<file path="src/rtl/mdio_master.sv">
// rtl/mdio_master.sv - Clause 22 MDIO management master with built-in MDC divider
//
// Purpose: accepts one read/write command at a time, generates MDC from clk and
// serialises PRE/ST/OP/PHYAD/REGAD/TA/DATA plus one trailing idle bit onto the
// MDIO pad, returning read data and a turnaround error flag on completion.
//
// Ports:
//   clk, rst            system clock, synchronous active-high reset
//   cmd_valid/ready     command handshake; ready only while idle
//   cmd_write           1 = write frame, 0 = read frame
//   cmd_phyad/regad     PHY and register address
//   cmd_wdata           write data
//   rsp_valid           one-cycle completion pulse
//   rsp_rdata/rsp_err   read data and TA error, held until the next completion
//   busy                frame in progress
//   mdc                 management clock (flop driven, idle low)
//   mdio_o/mdio_t/i     pad output, release (1 = released), pad input
module mdio_master #(
  parameter int CLK_DIV = 25,
  parameter int PRE_LEN = 32
) (
  input  logic        clk,
  input  logic        rst,
  input  logic        cmd_valid,
  output logic        cmd_ready,
  input  logic        cmd_write,
  input  logic [4:0]  cmd_phyad,
  input  logic [4:0]  cmd_regad,
  input  logic [15:0] cmd_wdata,
  output logic        rsp_valid,
  output logic [15:0] rsp_rdata,
  output logic        rsp_err,
  output logic        busy,
  output logic        mdc,
  output logic        mdio_o,
  output logic        mdio_t,
  input  logic        mdio_i
);

  localparam int DIV_W = $clog2(CLK_DIV);
  localparam logic [DIV_W-1:0] DIV_LAST = DIV_W'(CLK_DIV - 1);

  localparam logic [2:0] S_IDLE = 3'd0;
  localparam logic [2:0] S_PRE  = 3'd1;
  localparam logic [2:0] S_ST   = 3'd2;
  localparam logic [2:0] S_OP   = 3'd3;
  localparam logic [2:0] S_ADDR = 3'd4;
  localparam logic [2:0] S_TA   = 3'd5;
  localparam logic [2:0] S_DATA = 3'd6;
  localparam logic [2:0] S_TAIL = 3'd7;

  // With preamble suppression the frame opens directly with the start bits.
  localparam logic [2:0] S_FIRST   = (PRE_LEN == 0) ? S_ST : S_PRE;
  localparam logic [5:0] FIRST_CNT = (PRE_LEN == 0) ? 6'd1 : 6'(PRE_LEN - 1);

  logic [2:0]       state_q, state_d, nxt_state;
  logic [5:0]       cnt_q, cnt_d, nxt_cnt;
  logic [DIV_W-1:0] div_q, div_d;
  logic             mdc_q, mdc_d;
  logic             mdo_q, mdo_d;
  logic             mdt_q, mdt_d;
  logic             wr_q, wr_d;
  logic [9:0]       addr_q, addr_d;
  logic [15:0]      wdata_q, wdata_d;
  logic [15:0]      rx_q, rx_d;
  logic             ta_err_q, ta_err_d;
  logic             rsp_valid_q, rsp_valid_d;
  logic [15:0]      rsp_rdata_q, rsp_rdata_d;
  logic             rsp_err_q, rsp_err_d;

  // Pad value {release, level} for bit index c (counting down) of state st.
  function automatic logic [1:0] drive(input logic [2:0] st, input logic [5:0] c,
                                       input logic wr, input logic [9:0] ad,
                                       input logic [15:0] wd);
    logic [1:0] r;
    case (st)
      S_PRE:   r = 2'b01;
      S_ST:    r = {1'b0, c == 6'd0};
      S_OP:    r = {1'b0, wr ? (c == 6'd0) : (c == 6'd1)};
      S_ADDR:  r = {1'b0, ad[c[3:0]]};
      S_TA:    r = wr ? {1'b0, c == 6'd1} : 2'b11;
      S_DATA:  r = wr ? {1'b0, wd[c[3:0]]} : 2'b11;
      default: r = 2'b11;
    endcase
    return r;
  endfunction

  // Field sequencing: the shared counter is reloaded on every state entry.
  always_comb begin
    nxt_state = S_IDLE;
    nxt_cnt   = 6'd0;
    case (state_q)
      S_PRE:   begin nxt_state = S_ST;   nxt_cnt = 6'd1;  end
      S_ST:    begin nxt_state = S_OP;   nxt_cnt = 6'd1;  end
      S_OP:    begin nxt_state = S_ADDR; nxt_cnt = 6'd9;  end
      S_ADDR:  begin nxt_state = S_TA;   nxt_cnt = 6'd1;  end
      S_TA:    begin nxt_state = S_DATA; nxt_cnt = 6'd15; end
      S_DATA:  begin nxt_state = S_TAIL; nxt_cnt = 6'd0;  end
      default: begin nxt_state = S_IDLE; nxt_cnt = 6'd0;  end
    endcase
    if (cnt_q != 6'd0) begin
      nxt_state = state_q;
      nxt_cnt   = cnt_q - 6'd1;
    end
  end

  always_comb begin
    state_d     = state_q;
    cnt_d       = cnt_q;
    div_d       = div_q;
    mdc_d       = mdc_q;
    mdo_d       = mdo_q;
    mdt_d       = mdt_q;
    wr_d        = wr_q;
    addr_d      = addr_q;
    wdata_d     = wdata_q;
    rx_d        = rx_q;
    ta_err_d    = ta_err_q;
    rsp_valid_d = 1'b0;
    rsp_rdata_d = rsp_rdata_q;
    rsp_err_d   = rsp_err_q;

    if (state_q == S_IDLE) begin
      div_d = '0;
      mdc_d = 1'b0;
      mdt_d = 1'b1;
      mdo_d = 1'b1;
      if (cmd_valid && cmd_ready) begin
        wr_d     = cmd_write;
        addr_d   = {cmd_phyad, cmd_regad};
        wdata_d  = cmd_wdata;
        rx_d     = '0;
        ta_err_d = 1'b0;
        state_d  = S_FIRST;
        cnt_d    = FIRST_CNT;
        {mdt_d, mdo_d} = drive(S_FIRST, FIRST_CNT, cmd_write,
                               {cmd_phyad, cmd_regad}, cmd_wdata);
      end
    end else if (div_q != DIV_LAST) begin
      div_d = div_q + DIV_W'(1);
    end else begin
      div_d = '0;
      if (!mdc_q) begin
        // Last low cycle: capture the PHY's bit just before MDC rises.
        mdc_d = 1'b1;
        if (!wr_q && state_q == S_TA && cnt_q == 6'd0) ta_err_d = mdio_i;
        if (!wr_q && state_q == S_DATA) rx_d = {rx_q[14:0], mdio_i};
      end else begin
        // End of bit: MDC falls and the next bit's pad value goes out together.
        mdc_d   = 1'b0;
        state_d = nxt_state;
        cnt_d   = nxt_cnt;
        {mdt_d, mdo_d} = drive(nxt_state, nxt_cnt, wr_q, addr_q, wdata_q);
        if (state_q == S_TAIL) begin
          rsp_valid_d = 1'b1;
          rsp_rdata_d = wr_q ? 16'h0000 : rx_q;
          rsp_err_d   = !wr_q && ta_err_q;
        end
      end
    end
  end

  always_ff @(posedge clk) begin
    if (rst) begin
      state_q     <= S_IDLE;
      cnt_q       <= '0;
      div_q       <= '0;
      mdc_q       <= 1'b0;
      mdo_q       <= 1'b1;
      mdt_q       <= 1'b1;
      wr_q        <= 1'b0;
      addr_q      <= '0;
      wdata_q     <= '0;
      rx_q        <= '0;
      ta_err_q    <= 1'b0;
      rsp_valid_q <= 1'b0;
      rsp_rdata_q <= '0;
      rsp_err_q   <= 1'b0;
    end else begin
      state_q     <= state_d;
      cnt_q       <= cnt_d;
      div_q       <= div_d;
      mdc_q       <= mdc_d;
      mdo_q       <= mdo_d;
      mdt_q       <= mdt_d;
      wr_q        <= wr_d;
      addr_q      <= addr_d;
      wdata_q     <= wdata_d;
      rx_q        <= rx_d;
      ta_err_q    <= ta_err_d;
      rsp_valid_q <= rsp_valid_d;
      rsp_rdata_q <= rsp_rdata_d;
      rsp_err_q   <= rsp_err_d;
    end
  end

  assign cmd_ready = (state_q == S_IDLE) && !rst;
  assign busy      = (state_q != S_IDLE);
  assign rsp_valid = rsp_valid_q;
  assign rsp_rdata = rsp_rdata_q;
  assign rsp_err   = rsp_err_q;
  assign mdc       = mdc_q;
  assign mdio_o    = mdo_q;
  assign mdio_t    = mdt_q;

endmodule

</file>
<file path="config.mk">
export PLATFORM = sky130hd
export DESIGN_NAME = mdio_master
export DESIGN_NICKNAME = d
export VERILOG_FILES = /design/src/rtl/mdio_master.sv
export SDC_FILE = /design/constraint.sdc
export NUM_CORES = 1
export LEC_CHECK = 0
export BUFFER_PORTS_ARGS = -buffer_cell sky130_fd_sc_hd__buf_2
export CAP_MARGIN = 10
export CORE_UTILIZATION = 50
export CTS_BUF_LIST = sky130_fd_sc_hd__clkbuf_8
export CTS_CLUSTER_SIZE = 30
export DETAILED_ROUTE_END_ITERATION = 10
export PLACE_DENSITY = 0.77
export SLEW_MARGIN = 20
export SYNTH_ARGS = -nofsm -noshare
export SYNTH_HDL_FRONTEND = slang
export SYNTH_SLANG_ARGS = --single-unit
</file>
<file path="constraint.sdc">
create_clock -name clk -period 5.4 [get_ports clk]
set_input_delay 0.54 -clock clk [delete_from_list [all_inputs] [get_ports clk]]
set_output_delay 0.54 -clock clk [all_outputs]
set_load 0.1 [all_outputs]
</file>
After elaboration in Yosys (flattened, before gate mapping)
Index checks and enable logic that the tools add are counted.
{"block": "totals", "wordCells": 102, "out_inout_bits": 23, "inputBits": 31, "ff_bits": 79}
{"block": "op_classes", "magnitude_cmp": 1, "n_reduce_logical": 27, "muxes": 37, "n_addsub": 2, "n_eq_ne": 18, "n_bitwise": 3}
{"op": "two-way mux 16 bit", "n": 6}
{"op": "two-way mux 6 bit", "n": 5}
{"op": "equality test 3 bit (second input constant)", "n": 7}
{"op": "case mux 3 bit (6 select lines)", "n": 1}
{"op": "two-way mux 3 bit", "n": 5}
{"op": "two-way mux 1 bit", "n": 14}
{"op": "equality test 3 x 2 -> 1 bit (second input constant)", "n": 4}
{"op": "logical NOT 6 bit", "n": 2}
{"op": "case mux 2 bit (6 select lines)", "n": 1}
{"op": "case mux 4 bit (3 select lines)", "n": 1}
{"op": "AND reduction 4 bit", "n": 3}
{"op": "binary-select mux 1 bit (select 4 bit)", "n": 2}
{"op": "equality test 3 x 1 -> 1 bit (second input constant)", "n": 2}
{"op": "equality test 6 x 1 -> 1 bit (second input constant)", "n": 1}
{"op": "logical AND 1 bit", "n": 6}
{"op": "AND reduction 2 bit", "n": 3}
{"op": "nonzero test 2 bit", "n": 3}
{"op": "nonzero test 6 bit", "n": 1}
{"op": "OR reduction 3 bit", "n": 2}
{"op": "subtractor 6 x 1 -> 6 bit (second input constant)", "n": 1}
{"op": "adder 5 x 1 -> 5 bit (second input constant)", "n": 1}
{"op": "< comparator 4 x 5 -> 1 bit (second input constant)", "n": 1}
{"op": "!= test 5 bit (second input constant)", "n": 1}
{"op": "two-way mux 2 bit", "n": 2}
{"op": "other kinds (9)", "n": 13}

Longest topological paths before layout
Gate-level depths: netlist of the first run.
{"block": "logic_depth", "depth_word": 11, "ltp_mapped": 11, "ltp_nobuf": 9}

Worst setup path after synthesis of the first run
OpenSTA, ideal clock, no wires.
{"block": "synth_timing", "path_kind": "reg-to-reg", "startpoint": "register state_q[0]", "endpoint": "register rx_q[10]", "n_path_buf": 3, "synth_period_minus_slack_ps": 3365, "stages_incl_launch_ff": 12, "t_arrival_ps": 3233, "setup_slack_ps": 2035, "t_required_ps": 5268, "cell_sequence": "dfxtp_1 -> buf_2 -> nor3_4 -> inv_2 -> nor2_1 -> and2_1 -> a21oi_1 -> or3_1 -> buf_2 -> buf_6 -> nand2_1 -> a21oi_1"}
{"block": "synth_via", "elab_chain_len": 5, "word_cells_on_any_way": 11}
{"item": "from (decl)", "line_no": "56", "text": "logic [2:0] state_q, state_d, nxt_state;"}
{"item": "from (signal assigned)", "line_no": "180", "text": "state_q <= state_d;"}
{"item": "logical NOT 3 bit", "line_no": "197", "text": "assign cmd_ready = (state_q == S_IDLE) && !rst;"}
{"item": "logical AND 1 bit", "line_no": "197"}
{"item": "net cmd_ready", "line_no": "25", "text": "output logic cmd_ready,"}
{"item": "logical AND 1 bit", "line_no": "128", "text": "if (cmd_valid && cmd_ready) begin"}
{"item": "!= test 2 bit (no line)"}
{"item": "AND reduction 4 bit (no line)"}
{"item": "to (signal assigned)", "line_no": "189", "text": "rx_q <= rx_d;"}
{"item": "to (decl)", "line_no": "65", "text": "logic [15:0] rx_q, rx_d;"}
The timed path passes the listed nets, and every way through them passes these cells.
A chain may end at the register's enable or synchronous reset.

Worst setup path after layout of the first run
{"block": "layout_timing", "startpoint": "register state_q[0]", "endpoint": "register rx_q[0]"}
{"block": "layout_via", "elab_chain_len": 5, "word_cells_on_any_way": 11}
{"item": "logical NOT 3 bit", "line_no": "123, 197"}
{"item": "logical AND 1 bit", "line_no": "197"}
{"item": "logical AND 1 bit", "line_no": "128"}
{"item": "!= test 2 bit (no line)"}
{"item": "AND reduction 4 bit (no line)"}
Parallel ways exist; a longest one is shown, timed or not.

==> results.yml, run 1 <==
outcome:
  outcome: "finished, final reports clean"
synth:
  synth_xor_area_share_pct: 2.296
  syn_area_um2: 3815
  syn_inst: 475
  synth_most_common_cell: "dfxtp_1"
  syn_area_per_cell_um2: 8.031
  synth.area.top_cells: "dfxtp_1 41%, a21oi_1 5.6%, nand2_1 5.6%"
  yosysSeqAreaShare_pct: 41.46
  synth-edff-count: 0
  yosysWarnings: 0
  synth_mux_area_share_pct: 0.8527
  synth_nets: 510
  synthArstFlopShare_pct: 0
  yosys.area_share.simple_pct: 29.35
  synth_top_family_by_area: "simple AND/OR/NAND/NOR gates"
  post_synth_num_cell_types: 63
  synth_adder_area_share_pct: 1.312
  synth_common_cells: "79 x dfxtp_1, 57 x nand2_1, 43 x a21oi_1, 43 x nor2_1, 38 x o21ai_0"
  synth_compound_area_share_pct: 19.29
  yosysTopAreaCell: "dfxtp_1"
  synth-seq-cells: 79
  synth_top_area_share_pct: 41.46
  ys_dominant_reg_cell: "dfxtp_1"
clocking:
  htreeDepth: 3
  cts_tree: "yes"
  clkTransAtPathRegs_ps: 90
  cts.hold.buffers_added: 0
  clock_sinks: 79
  root_buffer: "clkbuf_8"
  cts_buffer_depth: 2
  numCtsBuffers: 9
  post_cts_resize_count: 0
  clock_latency_ps: 350
  post_cts_buffers: 0
global_route:
  grt_pass1_wl_um: 13620
  grt_overflow_total: 0
  grt_max_degree: 78
  grt.total_usage_pct: 21.98
  grt_pass1_vias: 2977
  antenna_found_initial: 0
routing:
  drt-initial-drc-count: 261
  drc_errors: 0
  via_per_inst: 5.564
  ant_nets: 0
  drt_wl_total_um: 8272
  post_drt_wl_per_cell_um: 13.56
  first_pass_iters: 4
  vias: 3394
worst_setup_path:
  crit_path_cell_trace: "nor3_4, inv_2, nor2_1, and2_1, a21oi_1, or3_1, nand2_1, a21oi_1"
  worstPathArrival_ps: 3170
  worst-path-stages: 8
  slowest_delay_ps: 800
  r2r_start: "state_q[0]$_SDFFE_PP0P_"
  crit_top_cell: "a21oi_1"
  worst-setup-path-type: "flip-flop to flip-flop"
  rrSetupSlack_ps: 2500
  reg2regPathDepth: 8
  setup.worst_path.start_class: "flip-flop"
  timing.rr.end: "rx_q[0]$_SDFFE_PP0P_"
  worst-path-buf-inv: 1
  cp_slowest_cell: "dfxtp_1"
  critPathMaxFanout: 26
  cp.required_ps: 5680
  worst_setup_path_end_kind: "flip-flop"
  crit_family: "simple AND/OR/NAND/NOR gates"
sta:
  tns_ps: 0
  timing.final.crit_period_ps: 2895
  max_slew_margin_pct: 38.07
  finClkSkew_ps: 7.590
  finalMaxSlewViolations: 0
  fmax_mhz: 345.4
  fin_crit_sh_pct: 53.61
  rsz0062_at_grt: "no"
  hold_viol_final: 0
  worst_pin_slew_ps: 927.6
  setup_violations: 0
floorplan:
  die_h_um: 89.35
  start_util_pct: 52.04
  die_x_um: 89.35
  io_pins: 54
  dieArea_um2: 7983
  rows: 31
  core_um2: 7331
layout:
  fillCellCount: 691
  final_cells: 610
  syn2layout_area_growth_pct: 11.71
  nNetsFinal: 541
  diodes: 0
  drive_above_1_share_pct: 17.81
placed_design:
  routabilityCongestion: 0.9343
  dpl.hpwl_um: 5550
  portBuffers: 53
  place_inst: 594
hold_path:
  worstHoldStart: "cmd_regad[3]"
  min_to: "addr_q[3]$_SDFFE_PP0P_"
  holdPathStages: 3
  hold_path_class: "input pin to flip-flop"
power:
  power_leakage_uw: 0.001565
  p_per_area_nw_per_um2: 300.1
  ir_drop_mv: 0.1753
run:
  cap_violations: 0
==> cell usage in the layout, fill, tap and decap left out, types with 3 or more instances in the layout <==
| cell type | Yosys | final |
|---|---|---|
| a31oi_1 | 4 | 4 |
| buf_4 | 3 | 3 |
| inv_1 | 9 | 9 |
| nor2_1 | 43 | 43 |
| o2111ai_1 | 3 | 3 |
| ha_1 | 4 | 4 |
| nand3b_1 | 3 | 3 |
| o31ai_1 | 6 | 6 |
| and3_1 | 3 | 3 |
| o21ai_0 | 38 | 38 |
| nand4_1 | 5 | 5 |
| buf_2 | 7 | 53 |
| nand2_1 | 57 | 57 |
| xnor2_1 | 6 | 6 |
| nand3_1 | 27 | 27 |
| nand2b_1 | 24 | 24 |
| a211oi_1 | 7 | 7 |
| nor3b_1 | 17 | 17 |
| dfxtp_1 | 79 | 79 |
| clkbuf_8 | 0 | 10 |
| xor2_1 | 4 | 4 |
| a21oi_1 | 43 | 43 |
| nor3_1 | 9 | 9 |
| or3_1 | 3 | 3 |
==> worst max path at each step <==
stage                             from                     to
2_1_floorplan  state_q[0]$_SDFFE_PP0P_  rx_q[10]$_SDFFE_PP0P_
5_1_grt        state_q[0]$_SDFFE_PP0P_   rx_q[0]$_SDFFE_PP0P_
4_1_cts          cnt_q[0]$_SDFFE_PP0P_    mdio_o$_SDFFE_PP1P_
6_report       state_q[0]$_SDFFE_PP0P_   rx_q[0]$_SDFFE_PP0P_
3_3_place_gp     cnt_q[0]$_SDFFE_PP0P_    mdio_o$_SDFFE_PP1P_
3_5_place_dp     cnt_q[0]$_SDFFE_PP0P_    mdio_o$_SDFFE_PP1P_
==> worst min-delay path, delay by kind of cell <==
kind | cells | cell delay, ps
simple gates | 1 | 30
buf+inv | 1 | 70
compound gates | 1 | 50
==> flip-flops by register name, indices dropped and copies added, names as in the netlist, 3 cells and up <==
register and flops:
rx_q 16, div_q 5, addr_q 10, rsp_rdata 16
state_q 3, cnt_q 6, wdata_q 16
==> where the power goes <==
| part | total [uW] | internal [uW] | leakage (uW) | switching [uW] |
|---|---|---|---|---|
| logic | 206 | 71.2 | 0.000823 | 135 |
| registers | 628 | 604 | 0.000643 | 23.9 |
| clock network | 445 | 228 | 0.0000989 | 218 |
==> through the flow <==
step	cell area, um2	setup slack [ps]	util (%)	total power [uW]	hold slack [ps]
CTS	4262	2547	58.13	1290	368.8
floorplan	3815	2035	-	800.1	427.1
finish	4262	2505	58.13	1279	379.8
detailed placement	4056	2566	55.33	843.8	442.1
global placement	4056	2673	55.33	838.8	438.6
global route	4262	2316	58.13	1339	380.9
==> cells by family (layout without fill, tap and decap cells) <==
logic type | after synthesis | after routing
AO/OA/AOI/OAI | 121 | 121
flip-flops | 79 | 79
adder cells (fa/ha/maj) | 4 | 4
XOR/XNOR | 10 | 10
AND/OR/NAND/NOR | 212 | 212
buffers and inverters | 46 | 82
multiplexers | 3 | 3
==> cell type report <==
type                            instances  area [um2]  share of cell area, %
Inverter                               10       37.54                 0.8808
Multi-Input combinational cell        350        2026                  47.53
Tap cell                               99       123.9                  2.907
Clock buffer                           10       137.6                  3.230
Sequential cell                        79        1582                  37.11
Timing Repair Buffer                   56       287.8                  6.753
Clock inverter                          6       67.56                  1.585
==> metal layers <==
layer,share of wire [%],global-route usage (%),vias to the layer above
li1,-,-,1725
met1,49,29.85,1575
met2,46,33.93,86
met3,5.0,5.910,8
met4,0.93,7.215,0
met5,0,0,-
(Power assumes the default switching activity.)
==> inputs of run 2 (changes only) <==
--- a/config.mk
+++ b/config.mk
@@ -11,7 +11,7 @@
 export CTS_BUF_LIST = sky130_fd_sc_hd__clkbuf_8
 export CTS_CLUSTER_SIZE = 30
 export DETAILED_ROUTE_END_ITERATION = 10
-export PLACE_DENSITY = 0.77
+export PLACE_DENSITY = 0.8
 export SLEW_MARGIN = 20
 export SYNTH_ARGS = -nofsm -noshare
 export SYNTH_HDL_FRONTEND = slang
==> constraint.sdc (replaced) <==
create_clock -name clk -period 2.5 [get_ports clk]
set_input_delay 0.25 -clock clk [delete_from_list [all_inputs] [get_ports clk]]
set_output_delay 0.25 -clock clk [all_outputs]
set_load 0.1 [all_outputs]
==> run 2 against run 1 <==
Sequential power grew 110%; design area grew 5.4%; power grew 140%; global-route usage grew 2.7 points; utilization grew 3.1 points; via count grew 4.4%; critical path depth is the same; clock power grew to 2.6 times the previous value; critical path type unchanged; flip-flop and latch count is the same; first-iteration DRC count grew 2.3%; largest power group unchanged; register-to-register slack lost 2400 ps; non-clock buffer count grew 19.
==> results.yml, run 2 (synthesis results as in run 1) <==
global_route:
  grt.total_usage_pct: 24.64
  grt_pass1_wl_um: 14960
  grt_max_degree: 55
  grt_pass1_vias: 3191
  antenna_found_initial: 0
  grt_overflow_total: 0
sta:
  setup_violations: 0
  finalMaxSlewViolations: 0
  whs_ps: 83.11
  rsz0062_at_grt: "no"
  worst_pin_slew_ps: 632.4
  finClkSkew_ps: 12.62
  timing.final.crit_period_ps: 2420
  fin_crit_sh_pct: 96.82
  max_slew_margin_pct: 57.40
  fmax_mhz: 413.2
  setup_slack_ps: 79.58
  hold_viol_final: 0
worst_setup_path:
  reg2regPathDepth: 8
  slowest_delay_ps: 450
  worstPathArrival_ps: 2720
  startpoint: "cnt_q[1]$_SDFFE_PP0P_"
  cp_slowest_cell: "or3b_4"
  cp.required_ps: 2790
  setup.worst_path.start_class: "flip-flop"
  r2r_start: "cnt_q[1]$_SDFFE_PP0P_"
  rrSetupSlack_ps: 80
  critPathMaxFanout: 8
  worst-path-buf-inv: 1
  timing.rr.end: "mdio_o$_SDFFE_PP1P_"
  crit_path_cell_trace: "inv_1, ha_4, or3b_4, nor2_4, o21ai_0, a2111o_1, a32oi_1, a2bb2oi_2"
  worst-setup-path-type: "flip-flop to flip-flop"
  crit_family: "compound AO/OA/AOI/OAI gates"
  endpoint: "mdio_o$_SDFFE_PP1P_"
  worst-path-stages: 8
  worst_setup_path_end_kind: "flip-flop"
clocking:
  htreeDepth: 3
  clock_latency_ps: 370
  root_buffer: "clkbuf_8"
  clkTransAtPathRegs_ps: 80
  clock_sinks: 79
  cts_tree: "yes"
  numCtsBuffers: 9
  cts_buffer_depth: 2
placed_design:
  dp_slack_ps: -24.24
  portBuffers: 53
  routabilityCongestion: 0.9154
  dpl.hpwl_um: 6168
floorplan:
  dieArea_um2: 7983
  die_x_um: 89.35
  io_pins: 54
  core_um2: 7331
  die_h_um: 89.35
  rows: 31
  start_util_pct: 52.04
layout:
  diodes: 0
  layout_commonest_cell: "dfxtp_1"
  syn2layout_area_growth_pct: 17.71
  layout_common_cells: "79 x dfxtp_1, 56 x nand2_1, 53 x buf_2, 43 x a21oi_1, 42 x nor2_1"
  drive_above_1_share_pct: 22.08
  nNetsFinal: 560
routing:
  ant_nets: 0
  drt-initial-drc-count: 267
  post_drt_wl_per_cell_um: 14.58
  drt_wl_total_um: 9171
  vias: 3545
  drc_errors: 0
  via_per_inst: 5.636
  first_pass_iters: 5
power:
  power_leakage_uw: 0.001686
  p_per_area_nw_per_um2: 678.0
  ir_drop_mv: 0.3542
outcome:
  outcome: "finished, final reports clean"
hold_path:
  holdPathStages: 3
  hold_path_class: "input pin to flip-flop"
run:
  cap_violations: 0
[run 2: cell types whose count changed in the layout (fill, tap and decap cells not counted), sizes merged]
cell,previous run,this run
clkinv,2,0
clkbuf,10,9
clkinvlp,2,1
bufinv,1,3
inv,11,13
buf,56,75
[run 2: through the flow]
stage	util [%]	cells	TNS (ps)	power, uW	cell area, um2
floorplan	-	475	0	1729	3822
global placement	57.28	612	0	1866	4199
detailed placement	57.28	612	-24.24	1878	4199
CTS	60.62	628	0	3030	4444
global route	61.26	629	0	3159	4491
finish	61.26	629	0	3045	4491
[run 2: worst reg2reg max path, delay by kind of cell, from the launching register on]
kind | cells | cell delay [ps]
AOI/OAI and AO/OA | 4 | 1010
and+or+nand+nor | 2 | 690
DFF | 1 | 350
adders and majority gates | 1 | 170
buffers and inverters | 1 | 140
[run 2: per-layer routing]
layer  track usage, %  vias up  share of wire (%)
met5                0        -                  0
met4            7.937        0                1.3
met3            6.556       14                5.9
met2            39.07      120                 47
met1            32.72     1655                 46
li1                 -     1756                  -
[run 2: area by class of cell]
| class | instances | area [um2] |
|---|---|---|
| inverters | 10 | 37.54 |
| clock buffers | 9 | 123.9 |
| well taps | 99 | 123.9 |
| repair buffers | 75 | 430.4 |
| flip-flops and latches | 79 | 1582 |
| multi-input cells | 350 | 2074 |
| clock inverters | 7 | 118.9 |
| fillers | 650 | 2840 |
[run 2: worst min path at each step]
stage | from | endpoint
final | cmd_phyad[0] | addr_q[5]$_SDFFE_PP0P_
after global routing | cmd_wdata[11] | wdata_q[11]$_SDFFE_PP0P_
after CTS | cmd_wdata[3] | wdata_q[3]$_SDFFE_PP0P_
after detailed placement | rx_q[15]$_SDFFE_PP0P_ | rx_q[15]$_SDFFE_PP0P_
after global placement | rx_q[15]$_SDFFE_PP0P_ | rx_q[15]$_SDFFE_PP0P_
after floorplan | cmd_regad[2] | addr_q[2]$_SDFFE_PP0P_
[run 2: repair_timing]
action                                 CTS  global route
hold buffers                             0             0
resized for setup                        2             7
setup endpoints to repair                1             1
setup buffers                            0             1
endpoints found under the hold margin    0             0
[run 2: power breakdown]
part	leakage, uW	switching, uW	internal [uW]	total, uW
Clock	0.000122	491	666	1160
Combinational	0.000921	336	207	543
Sequential	0.000643	40.4	1300	1340
==> inputs of run 3 (changes only) <==
--- a/config.mk
+++ b/config.mk
@@ -11,7 +11,7 @@
 export CTS_BUF_LIST = sky130_fd_sc_hd__clkbuf_8
 export CTS_CLUSTER_SIZE = 30
 export DETAILED_ROUTE_END_ITERATION = 10
-export PLACE_DENSITY = 0.8
+export PLACE_DENSITY = 0.77
 export SLEW_MARGIN = 20
 export SYNTH_ARGS = -nofsm -noshare
 export SYNTH_HDL_FRONTEND = slang
==> constraint.sdc (replaced) <==
create_clock -name clk -period 3.1 [get_ports clk]
set_input_delay 0.31 -clock clk [delete_from_list [all_inputs] [get_ports clk]]
set_output_delay 0.31 -clock clk [all_outputs]
set_load 0.1 [all_outputs]
==> run 3 against run 2 <==
Clock power down 19%; first-iteration DRC count grew 22%; clock skew fell by 1.7 ps; design area decreased by 3.4%; non-clock buffer count is 15 lower; utilization is 2.1 points lower; sequential power is 19% lower; critical endpoint unchanged; largest cell class unchanged; highest routed layer unchanged.
==> results.yml, run 3 (synthesis results as in run 1) <==
outcome:
  outcome: "finished, final reports clean"
hold_path:
  hold_path_class: "input pin to flip-flop"
global_route:
  antenna_found_initial: 0
  grt_overflow_total: 0
  grt.total_usage_pct: 23.97
  grt_pass1_vias: 3089
  grt_pass1_wl_um: 14660
  grt_max_degree: 76
routing:
  first_pass_iters: 4
  met1_length_um: 4365
  ant_nets: 0
  vias: 3405
  drt-initial-drc-count: 325
  highest_layer: "met4"
  post_drt_wl_per_cell_um: 14.33
  via_per_inst: 5.546
  drt_wl_total_um: 8801
  wl_met3_um: 364
  drc_errors: 0
  met2_length_um: 3973
sta:
  rsz0062_at_grt: "no"
  finClkSkew_ps: 10.92
  hold_viol_final: 0
  fin_crit_sh_pct: 92.28
  worst_pin_slew_ps: 686.6
  tns_ps: 0
  timing.final.crit_period_ps: 2861
  max_slew_margin_pct: 54.23
  finalMaxSlewViolations: 0
  fmax_mhz: 349.6
  setup_violations: 0
  whs_ps: 135.5
clocking:
  numCtsBuffers: 9
  root_buffer: "clkbuf_8"
  clkTransAtPathRegs_ps: 90
  cts_buffer_depth: 2
  cts_tree: "yes"
  htreeDepth: 3
  post_cts_resize_count: 0
  clock_sinks: 79
  clock_latency_ps: 360
  cts.hold.buffers_added: 0
  post_cts_buffers: 0
power:
  ir_drop_mv: 0.2982
  power.total_uw: 2411
  p_per_area_nw_per_um2: 555.9
  power_leakage_uw: 0.001609
layout:
  nNetsFinal: 545
  diodes: 0
  layout_commonest_cell: "dfxtp_1"
  multi_input_area_um2: 2031
  final_cells: 614
  final-seq-area_um2: 1582
  drive_above_1_share_pct: 18.64
  syn2layout_area_growth_pct: 13.68
  fillCellCount: 665
  layout_common_cells: "79 x dfxtp_1, 57 x nand2_1, 53 x buf_2, 43 x a21oi_1, 42 x nor2_1"
worst_setup_path:
  setup.worst_path.start_class: "flip-flop"
  worst_setup_path_end_kind: "flip-flop"
  cp.required_ps: 3360
  critPathMaxFanout: 9
  worst-setup-path-type: "flip-flop to flip-flop"
  worstPathArrival_ps: 3120
floorplan:
  io_pins: 54
  core_um2: 7331
  die_h_um: 89.35
  start_util_pct: 52.04
  rows: 31
  dieArea_um2: 7983
  die_x_um: 89.35
placed_design:
  portBuffers: 53
  dpl.hpwl_um: 5818
  place_inst: 598
  routabilityCongestion: 0.8858
run:
  cap_violations: 0
## run 3: area by class of cell
| class | instances | area share (%) |
|---|---|---|
| clock buffer | 9 | 2.856 |
| clock inverter | 7 | 2.799 |
| inverter | 10 | 0.8656 |
| multi-input combinational | 350 | 46.83 |
| sequential | 79 | 36.47 |
| tap | 99 | 2.856 |
| timing repair buffer | 60 | 7.328 |
## run 3: worst max-delay path, stage by stage, from the launching register on
cell and delay (ps):
dfxtp_1 570, inv_1 230, ha_1 340, xor2_1 440, mux2_2 400, o2111ai_1 210
a2111oi_1 70, a211oi_1 230, a32oi_1 110, a2bb2oi_2 140
## run 3: per-layer routing
metal | up-vias | track usage [%]
li1 | 1725 | -
met1 | 1605 | 33.94
met2 | 67 | 36.02
met3 | 8 | 5.355
met4 | 0 | 8.081
met5 | - | 0
## run 3: path summary, 6_finish.rpt
check / from / endpoint / slack, ps / cells after the start
max: cnt_q[0]$_SDFFE_PP0P_ / mdio_o$_SDFFE_PP1P_ / 240 / 9
min: cmd_wdata[8] / wdata_q[8]$_SDFFE_PP0P_ / 140 / 3
max reg2reg: cnt_q[0]$_SDFFE_PP0P_ / mdio_o$_SDFFE_PP1P_ / 240 / 9
min reg2reg: ta_err_q$_SDFFE_PP0P_ / ta_err_q$_SDFFE_PP0P_ / 460 / 2
## run 3: metrics by stage
| step | setup slack [ps] | util (%) | area, um2 |
|---|---|---|---|
| 3_5_place_dp | 200.6 | 55.78 | 4089 |
| 4_1_cts | 175.9 | 59.12 | 4334 |
| 2_1_floorplan | 241.2 | - | 3817 |
| 5_1_grt | 31.02 | 59.16 | 4337 |
| 3_3_place_gp | 329.7 | 55.78 | 4089 |
| 6_report | 239.4 | 59.16 | 4337 |
## run 3: report_power, final
part | internal [uW] | switching (uW)
sequential | 1050 | 33.4
combinational | 131 | 255
clock | 539 | 401
